===== src/rtl/multicycle_control.sv =====
// rtl/multicycle_control.sv - multicycle CPU control FSM with memory handshake and ALU op decode
module multicycle_control (
    input  logic        clk,
    input  logic        rst_n,
    input  logic [31:0] instr,
    input  logic        zero,
    input  logic        mem_ready,
    output logic        mem_req,
    output logic        mem_we,
    output logic        iord,
    output logic        irwrite,
    output logic        pcen,
    output logic [1:0]  pcsrc,
    output logic        alusrca,
    output logic [1:0]  alusrcb,
    output logic        immext,
    output logic        regdst,
    output logic        memtoreg,
    output logic        regwrite,
    output logic [2:0]  alucontrol,
    output logic        illegal,
    output logic [3:0]  state
);

    typedef enum logic [3:0] {
        S_IDLE    = 4'd0,
        S_FETCH   = 4'd1,
        S_DECODE  = 4'd2,
        S_MEMADR  = 4'd3,
        S_MEMRD   = 4'd4,
        S_MEMWB   = 4'd5,
        S_MEMWR   = 4'd6,
        S_RTYPEEX = 4'd7,
        S_RTYPEWB = 4'd8,
        S_BEQEX   = 4'd9,
        S_IEX     = 4'd10,
        S_IWB     = 4'd11,
        S_JEX     = 4'd12
    } state_t;

    localparam logic [2:0] ALU_AND = 3'b000;
    localparam logic [2:0] ALU_OR  = 3'b001;
    localparam logic [2:0] ALU_ADD = 3'b010;
    localparam logic [2:0] ALU_SLL = 3'b011;
    localparam logic [2:0] ALU_SRA = 3'b100;
    localparam logic [2:0] ALU_LUI = 3'b101;
    localparam logic [2:0] ALU_SUB = 3'b110;
    localparam logic [2:0] ALU_SLT = 3'b111;

    localparam logic [5:0] OP_RTYPE = 6'b000000;
    localparam logic [5:0] OP_LW    = 6'b100011;
    localparam logic [5:0] OP_SW    = 6'b101011;
    localparam logic [5:0] OP_BEQ   = 6'b000100;
    localparam logic [5:0] OP_J     = 6'b000010;
    localparam logic [5:0] OP_ADDI  = 6'b001000;
    localparam logic [5:0] OP_SLTI  = 6'b001010;
    localparam logic [5:0] OP_ANDI  = 6'b001100;
    localparam logic [5:0] OP_ORI   = 6'b001101;
    localparam logic [5:0] OP_LUI   = 6'b001111;

    state_t     state_q, state_d;
    logic [5:0] op, fn;
    logic       rtype_ok, iop_ok, iop_immext;
    logic [2:0] rtype_alu, iop_alu;

    assign op    = instr[31:26];
    assign fn    = instr[5:0];
    assign state = state_q;

    // Funct and I-ALU opcode decode; the *_ok flags gate DECODE's dispatch.
    always_comb begin
        rtype_ok  = 1'b1;
        rtype_alu = ALU_ADD;
        case (fn)
            6'b100000: rtype_alu = ALU_ADD;
            6'b100010: rtype_alu = ALU_SUB;
            6'b100100: rtype_alu = ALU_AND;
            6'b100101: rtype_alu = ALU_OR;
            6'b101010: rtype_alu = ALU_SLT;
            6'b000000: rtype_alu = ALU_SLL;
            6'b000011: rtype_alu = ALU_SRA;
            default:   rtype_ok  = 1'b0;
        endcase
    end

    always_comb begin
        iop_ok     = 1'b1;
        iop_alu    = ALU_ADD;
        iop_immext = 1'b0;
        case (op)
            OP_ADDI: iop_alu = ALU_ADD;
            OP_SLTI: iop_alu = ALU_SLT;
            OP_ANDI: begin iop_alu = ALU_AND; iop_immext = 1'b1; end
            OP_ORI:  begin iop_alu = ALU_OR;  iop_immext = 1'b1; end
            OP_LUI:  begin iop_alu = ALU_LUI; iop_immext = 1'b1; end
            default: iop_ok = 1'b0;
        endcase
    end

    always_ff @(posedge clk or negedge rst_n) begin
        if (!rst_n) state_q <= S_IDLE;
        else        state_q <= state_d;
    end

    always_comb begin
        state_d    = state_q;
        mem_req    = 1'b0;
        mem_we     = 1'b0;
        iord       = 1'b0;
        irwrite    = 1'b0;
        pcen       = 1'b0;
        pcsrc      = 2'b00;
        alusrca    = 1'b0;
        alusrcb    = 2'b00;
        immext     = 1'b0;
        regdst     = 1'b0;
        memtoreg   = 1'b0;
        regwrite   = 1'b0;
        alucontrol = ALU_ADD;
        illegal    = 1'b0;
        case (state_q)
            S_IDLE: state_d = S_FETCH;
            S_FETCH: begin
                mem_req = 1'b1;
                alusrcb = 2'b01;
                if (mem_ready) begin
                    irwrite = 1'b1;
                    pcen    = 1'b1;
                    state_d = S_DECODE;
                end
            end
            S_DECODE: begin
                // Branch target is computed here so BEQEX can select ALUOut.
                alusrcb = 2'b11;
                if (op == OP_LW || op == OP_SW)      state_d = S_MEMADR;
                else if (op == OP_RTYPE && rtype_ok) state_d = S_RTYPEEX;
                else if (op == OP_BEQ)               state_d = S_BEQEX;
                else if (op == OP_J)                 state_d = S_JEX;
                else if (iop_ok)                     state_d = S_IEX;
                else begin
                    illegal = 1'b1;
                    state_d = S_FETCH;
                end
            end
            S_MEMADR: begin
                alusrca = 1'b1;
                alusrcb = 2'b10;
                state_d = (op == OP_LW) ? S_MEMRD : S_MEMWR;
            end
            S_MEMRD: begin
                mem_req = 1'b1;
                iord    = 1'b1;
                if (mem_ready) state_d = S_MEMWB;
            end
            S_MEMWB: begin
                regwrite = 1'b1;
                memtoreg = 1'b1;
                state_d  = S_FETCH;
            end
            S_MEMWR: begin
                mem_req = 1'b1;
                mem_we  = 1'b1;
                iord    = 1'b1;
                if (mem_ready) state_d = S_FETCH;
            end
            S_RTYPEEX: begin
                alusrca    = 1'b1;
                alucontrol = rtype_alu;
                state_d    = S_RTYPEWB;
            end
            S_RTYPEWB: begin
                regwrite = 1'b1;
                regdst   = 1'b1;
                state_d  = S_FETCH;
            end
            S_BEQEX: begin
                alusrca    = 1'b1;
                alucontrol = ALU_SUB;
                pcsrc      = 2'b01;
                pcen       = zero;
                state_d    = S_FETCH;
            end
            S_IEX: begin
                alusrca    = 1'b1;
                alusrcb    = 2'b10;
                alucontrol = iop_alu;
                immext     = iop_immext;
                state_d    = S_IWB;
            end
            S_IWB: begin
                regwrite = 1'b1;
                state_d  = S_FETCH;
            end
            S_JEX: begin
                pcen    = 1'b1;
                pcsrc   = 2'b10;
                state_d = S_FETCH;
            end
            default: state_d = S_FETCH;
        endcase
    end

endmodule


===== config.mk =====
export PLATFORM = sky130hd
export DESIGN_NAME = multicycle_control
export DESIGN_NICKNAME = d
export VERILOG_FILES = /design/src/rtl/multicycle_control.sv
export SDC_FILE = /design/constraint.sdc
export NUM_CORES = 1
export LEC_CHECK = 0
export ABC_AREA = 1
export BUFFER_PORTS_ARGS = -buffer_cell sky130_fd_sc_hd__buf_2
export CAP_MARGIN = 25
export CORE_MARGIN = 2
export CORE_UTILIZATION = 40
export DETAILED_ROUTE_END_ITERATION = 16
export PLACE_DENSITY_LB_ADDON = 0.1
export SETUP_SLACK_MARGIN = 0.3
export SYNTH_ARGS = -nofsm -noshare
export SYNTH_HDL_FRONTEND = slang
export SYNTH_SLANG_ARGS = --single-unit

===== constraint.sdc =====
create_clock -name clk -period 1.35 [get_ports clk]
set_input_delay 0 -clock clk [delete_from_list [all_inputs] [get_ports clk]]
set_output_delay 0 -clock clk [all_outputs]
set_load 0.02 [all_outputs]

**Word level (Yosys, flattened, before mapping)**

Index checks and enable logic that the tools add are counted.

- Register bits: 4
- Bits of input ports: 36
- Output and inout port bits: 22
- Word-level logic and storage cells: 79

- Equal/unequal tests: 30
- Multiplexer cells: 35
- Reductions and logical operators: 13

Operators with widths:

| operator | count |
|---|---|
| 6-bit equality test (second input constant) | 7 |
| 4-bit two-way mux | 8 |
| 6-bit by 4-bit equality test with 1-bit output (second input constant) | 5 |
| 4-bit one-hot mux with 7 select lines | 1 |
| 4-bit equality test (second input constant) | 5 |
| 1-bit two-way mux | 19 |
| 3-bit one-hot mux with 6 select lines | 1 |
| 4-bit by 3-bit equality test with 1-bit output (second input constant) | 4 |
| 6-bit by 2-bit equality test with 1-bit output (second input constant) | 2 |
| 6-bit zero test | 2 |
| 3-bit one-hot mux with 4 select lines | 1 |
| 3-bit one-hot mux with 3 select lines | 1 |
| 3-bit OR reduction | 3 |
| 4-bit by 2-bit equality test with 1-bit output (second input constant) | 2 |
| 7-bit OR reduction | 1 |
| 6-bit by 3-bit equality test with 1-bit output (second input constant) | 1 |
| 2-bit != test (second input constant) | 3 |
| 2-bit one-hot mux with 3 select lines | 1 |
| 5-bit OR reduction | 1 |
| 4-bit by 1-bit equality test with 1-bit output (second input constant) | 1 |
| 2-bit one-hot mux with 2 select lines | 1 |
| 2-bit OR reduction | 2 |
| 4-bit OR reduction | 1 |
| 1-bit one-hot mux with 3 select lines | 1 |
| 4 further kinds | 4 |

**Logic depth before layout (Yosys ltp)**

- Word-level depth: 9
- Depth in mapped cells: 12
- Gate-level depth less buffers: 12

**Worst setup path after synthesis**

No wires, ideal clock.

- Path kind: register to register
- Start point: reg state_q[2], in the netlist state[2]
- End point: reg state_q[1], in the netlist state[1]
- Library setup time: 0.067 ns
- Data arrival time: 1.475 ns
- Data required time: 1.283 ns
- Setup slack: -0.192 ns
- Cell stages (with the launch flop): 7
- Buffers on the path: 0
- Period minus slack after synthesis: 1.542 ns
- Cells stage by stage: dfrtp_1 inv_1 nor2_1 inv_1 nor3_1 nand2_1 nand2_1

- Word-level cells in the longest chain between the ends: 3
- Elaborated cells between the ends (all ways): 12
- Those cells by class: 10 x eq/ne; 1 x mux; 1 x reduce/logical

RTL lines:

| what | line | source |
|---|---|---|
| start: declaration | 61 | `state_t state_q, state_d;` |
| start signal: assignment | 102 | `else state_q <= state_d;` |
| 4-bit by 1-bit equality test with 1-bit output / 4-bit by 3-bit equality test with 1-bit output (equally long branches) | 121 | `case (state_q)` |
| 2-bit != test (no source line) | n/a |  |
| 3-bit AND reduction (no source line) | n/a |  |

Parallel ways exist; a longest one is shown, timed or not.
A chain may end at the register's enable or synchronous reset.

**Final worst setup path**

- Start point: reg state_q[0], in the netlist state[0]
- End point: out pcen

- Word-level cells in the longest chain between the ends: 2
- Elaborated cells between the ends (all ways): 4
- Those cells by class: 3 x eq/ne; 1 x mux

RTL lines:

| what | line | source |
|---|---|---|
| 4-bit equality test / 4-bit by 1-bit equality test with 1-bit output (equally long branches) | 121 |  |
| 1-bit one-hot mux with 3 select lines * | 121 |  |
| end: declaration | 12 | `output logic pcen,` |

Every way passes the cells marked *; elsewhere a longest branch is shown, timed or not.

==> results.toml <==
[run_status]
outcome = "finished, violations left"
violations = "negative setup slack"

[placement]
place_ws_ns = 0.0715
dp_hpwl_um = 1960
port_buffers = 37
place_congestion = 0.829

[cells_and_area]
fill_cells = 90
area_delta_synth_final_pct = 101
nets = 249
seqCellArea_sq_um = 105
multi_input_area_sq_um = 774
largest_register_ffs = 4
drive_above_1_share_pct = 60.7
mostFrequentLayoutCells = "nand2_1, buf_6, buf_2"
n_antenna_cell = 0
final_common_cell = "nand2_1"

[job]
cap_violations = 0

[global_route]
track_usage_pct = 27.1
grt_max_degree = 7
grt_pass1_wl_um = 4360
overflow = 0
antenna_found_initial = 0
grt_pass1_vias = 1091

[sta]
maxSlewHeadroom_pct = 73.7
setup_viol = 14
fmax_mhz = 695
tightest_slew_ns = 0.391
rsz0062_at_grt = "true"
timing.final.max_slew_violations = 0
final-hold-violation-count = 0
setup_tns_ns = -0.636
fin_crit_sh_pct = 107
hold_ws_ns = 0.0923
skew_ns = 0.00143
fin_ws_ns = -0.0883
min_period_ns = 1.44

[detailed_routing]
drc = 0
drt_first_pass_iters = 4
drt_iter0_drc = 46
drtAntennaViolNets = 0
drt-total-wl_um = 3490
vias = 1257
vias_per_cell = 5.33
wire_per_inst_um = 14.8

[synthesis]
avgSynthCellArea_sq_um = 5.21
synth.largest_area_cell = "nand2_1"
synth_area_sq_um = 776
synth_flop_cell = "dfrtp_1"
yosys-top-cells-area = "nand2_1, inv_1, nor2_1"
synth-edff-count = 0
async_reset_ff_share_pct = 100
synth_nets = 185
yosysSeqAreaShare_pct = 12.9
synth_seq_cells = 4
synth_top_area_share_pct = 18.9
synth_cell_type_count = 20
ys_warn_count = 0
netlist_instances = 149

[floorplanning]
start_util_pct = 43.5
dieArea_sq_mm = 0.00231
die_h_um = 48.0
placementRows = 15
core_area_sq_mm = 0.00178
io_pins = 58
die_w_um = 48.0

[clocking]
clockBufferDepth = 2
clkSinkCount = 4
tritoncts = "built"
worstSkewPairLatency_ns = 0.23
cts_root_buf = "clkbuf_4"
clk_pin_slew_ns = 0.04
cts_buffers = 3
htreeDepth = 1

[setup_path]
cp.arrival_ns = 1.44
cpPeakStageDelay_ns = 0.47
crit_fanout = 6
cp-start-kind = "register"
worstPathCellList = "inv_2 > nor2_4 > nand2_4 > nor2_4 > a211o_1 > buf_6"
end_kind = "primary output"
critPathSlowestCell = "dfrtp_2"
cp_common_cell = "nor2_4"
required_ns = 1.35
worstSetupPathType = "reg -> out"

[power]
power_frac_seq_pct = 11.2
finalPower_mw = 2.93
leakagePower_nw = 0.852
p_comb_share_pct = 84.0
pwr-share-clk_pct = 4.8
p_sw_share_pct = 53.4
p_sw_mw = 1.57
p_int_mw = 1.36
cellPowerDensity_mw_per_mm2 = 1880
vdd_drop_max_mv = 1.84

[hold_path]
min_path_type = "in -> async"
-- power groups by stage --
stage / combinational [mW] / sequential (mW) / clock [mW]
final: 2.46 / 0.328 / 0.141
after global routing: 2.60 / 0.333 / 0.156
after CTS: 2.13 / 0.302 / 0.150
after detailed placement: 1.51 / 0.294 / 0
after global placement: 1.48 / 0.290 / 0
after floorplan: 1.03 / 0.339 / 0
-- critical path: cells and delay by family, from the launching register on --
family	cells	cell delay, ns
AOI/OAI and AO/OA	1	0.14
buffers and inverters	2	0.21
DFF	1	0.47
and+or+nand+nor	3	0.39
-- cell usage after synthesis (2+ instances only) --
cell type / count
a31oi_1: 2
dfrtp_1: 4
nand2_2: 6
nor3_1: 6
nand3_2: 2
nand3_1: 10
inv_2: 3
nand2_1: 39
o21ai_0: 5
nor2_4: 4
nor2_2: 5
nor2_1: 27
nand4_1: 2
inv_1: 28
-- final cells by class --
cell class / count / share of cell area, %
clock buffer: 3 / 1.44
inverter: 32 / 8.51
multi-input combinational: 113 / 49.7
sequential: 4 / 6.74
tap: 25 / 2.01
timing repair buffer: 59 / 31.6
-- path summary, 6_finish.rpt --
kind	start	cells after the start	slack (ns)	to
min in group clk	mem_ready	4	0.11	state[1]$_DFFE_PN0P_
max reg2reg	state[0]$_DFFE_PN0P_	8	-0.04	state[0]$_DFFE_PN0P_
max	state[0]$_DFFE_PN0P_	6	-0.09	pcen
max in group asynchronous	rst_n	2	1.13	state[0]$_DFFE_PN0P_
min reg2reg	state[0]$_DFFE_PN0P_	4	0.79	state[2]$_DFFE_PN0P_
min	rst_n	2	0.09	state[2]$_DFFE_PN0P_
-- through the flow --
stage	cell area, sq um	instances	util (%)
after floorplan	908	149	-
after global placement	1150	215	64.8
after detailed placement	1150	215	64.8
after CTS	1450	229	81.1
after global routing	1560	236	87.4
final	1560	236	87.4
-- cells by family (layout without fill, tap and decap cells) --
kind of cell / after synthesis / count (layout) / synth area share (%)
AO/OA/AOI/OAI: 9 / 9 / 6.94
buffers and inverters: 32 / 94 / 15.5
flip-flops: 4 / 4 / 12.9
AND/OR/NAND/NOR: 104 / 104 / 64.7
-- metal layers --
metal  wire (um)  track usage (%)
met5           0                0
met4         108             13.5
met3         269             5.66
met2        1810             47.5
met1        1300             30.9
-- repair_timing --
| item | 4_1_cts | 5_1_grt |
|---|---|---|
| gates resized for setup | 58 | 15 |
| pin swaps | 16 | 15 |
| setup buffers | 10 | 7 |
| endpoints found under the setup margin | 22 | 22 |
| hold buffers | 1 | 0 |
| endpoints found under the hold margin | 4 | 0 |
Note: power is estimated with default switching activity, not from simulation.
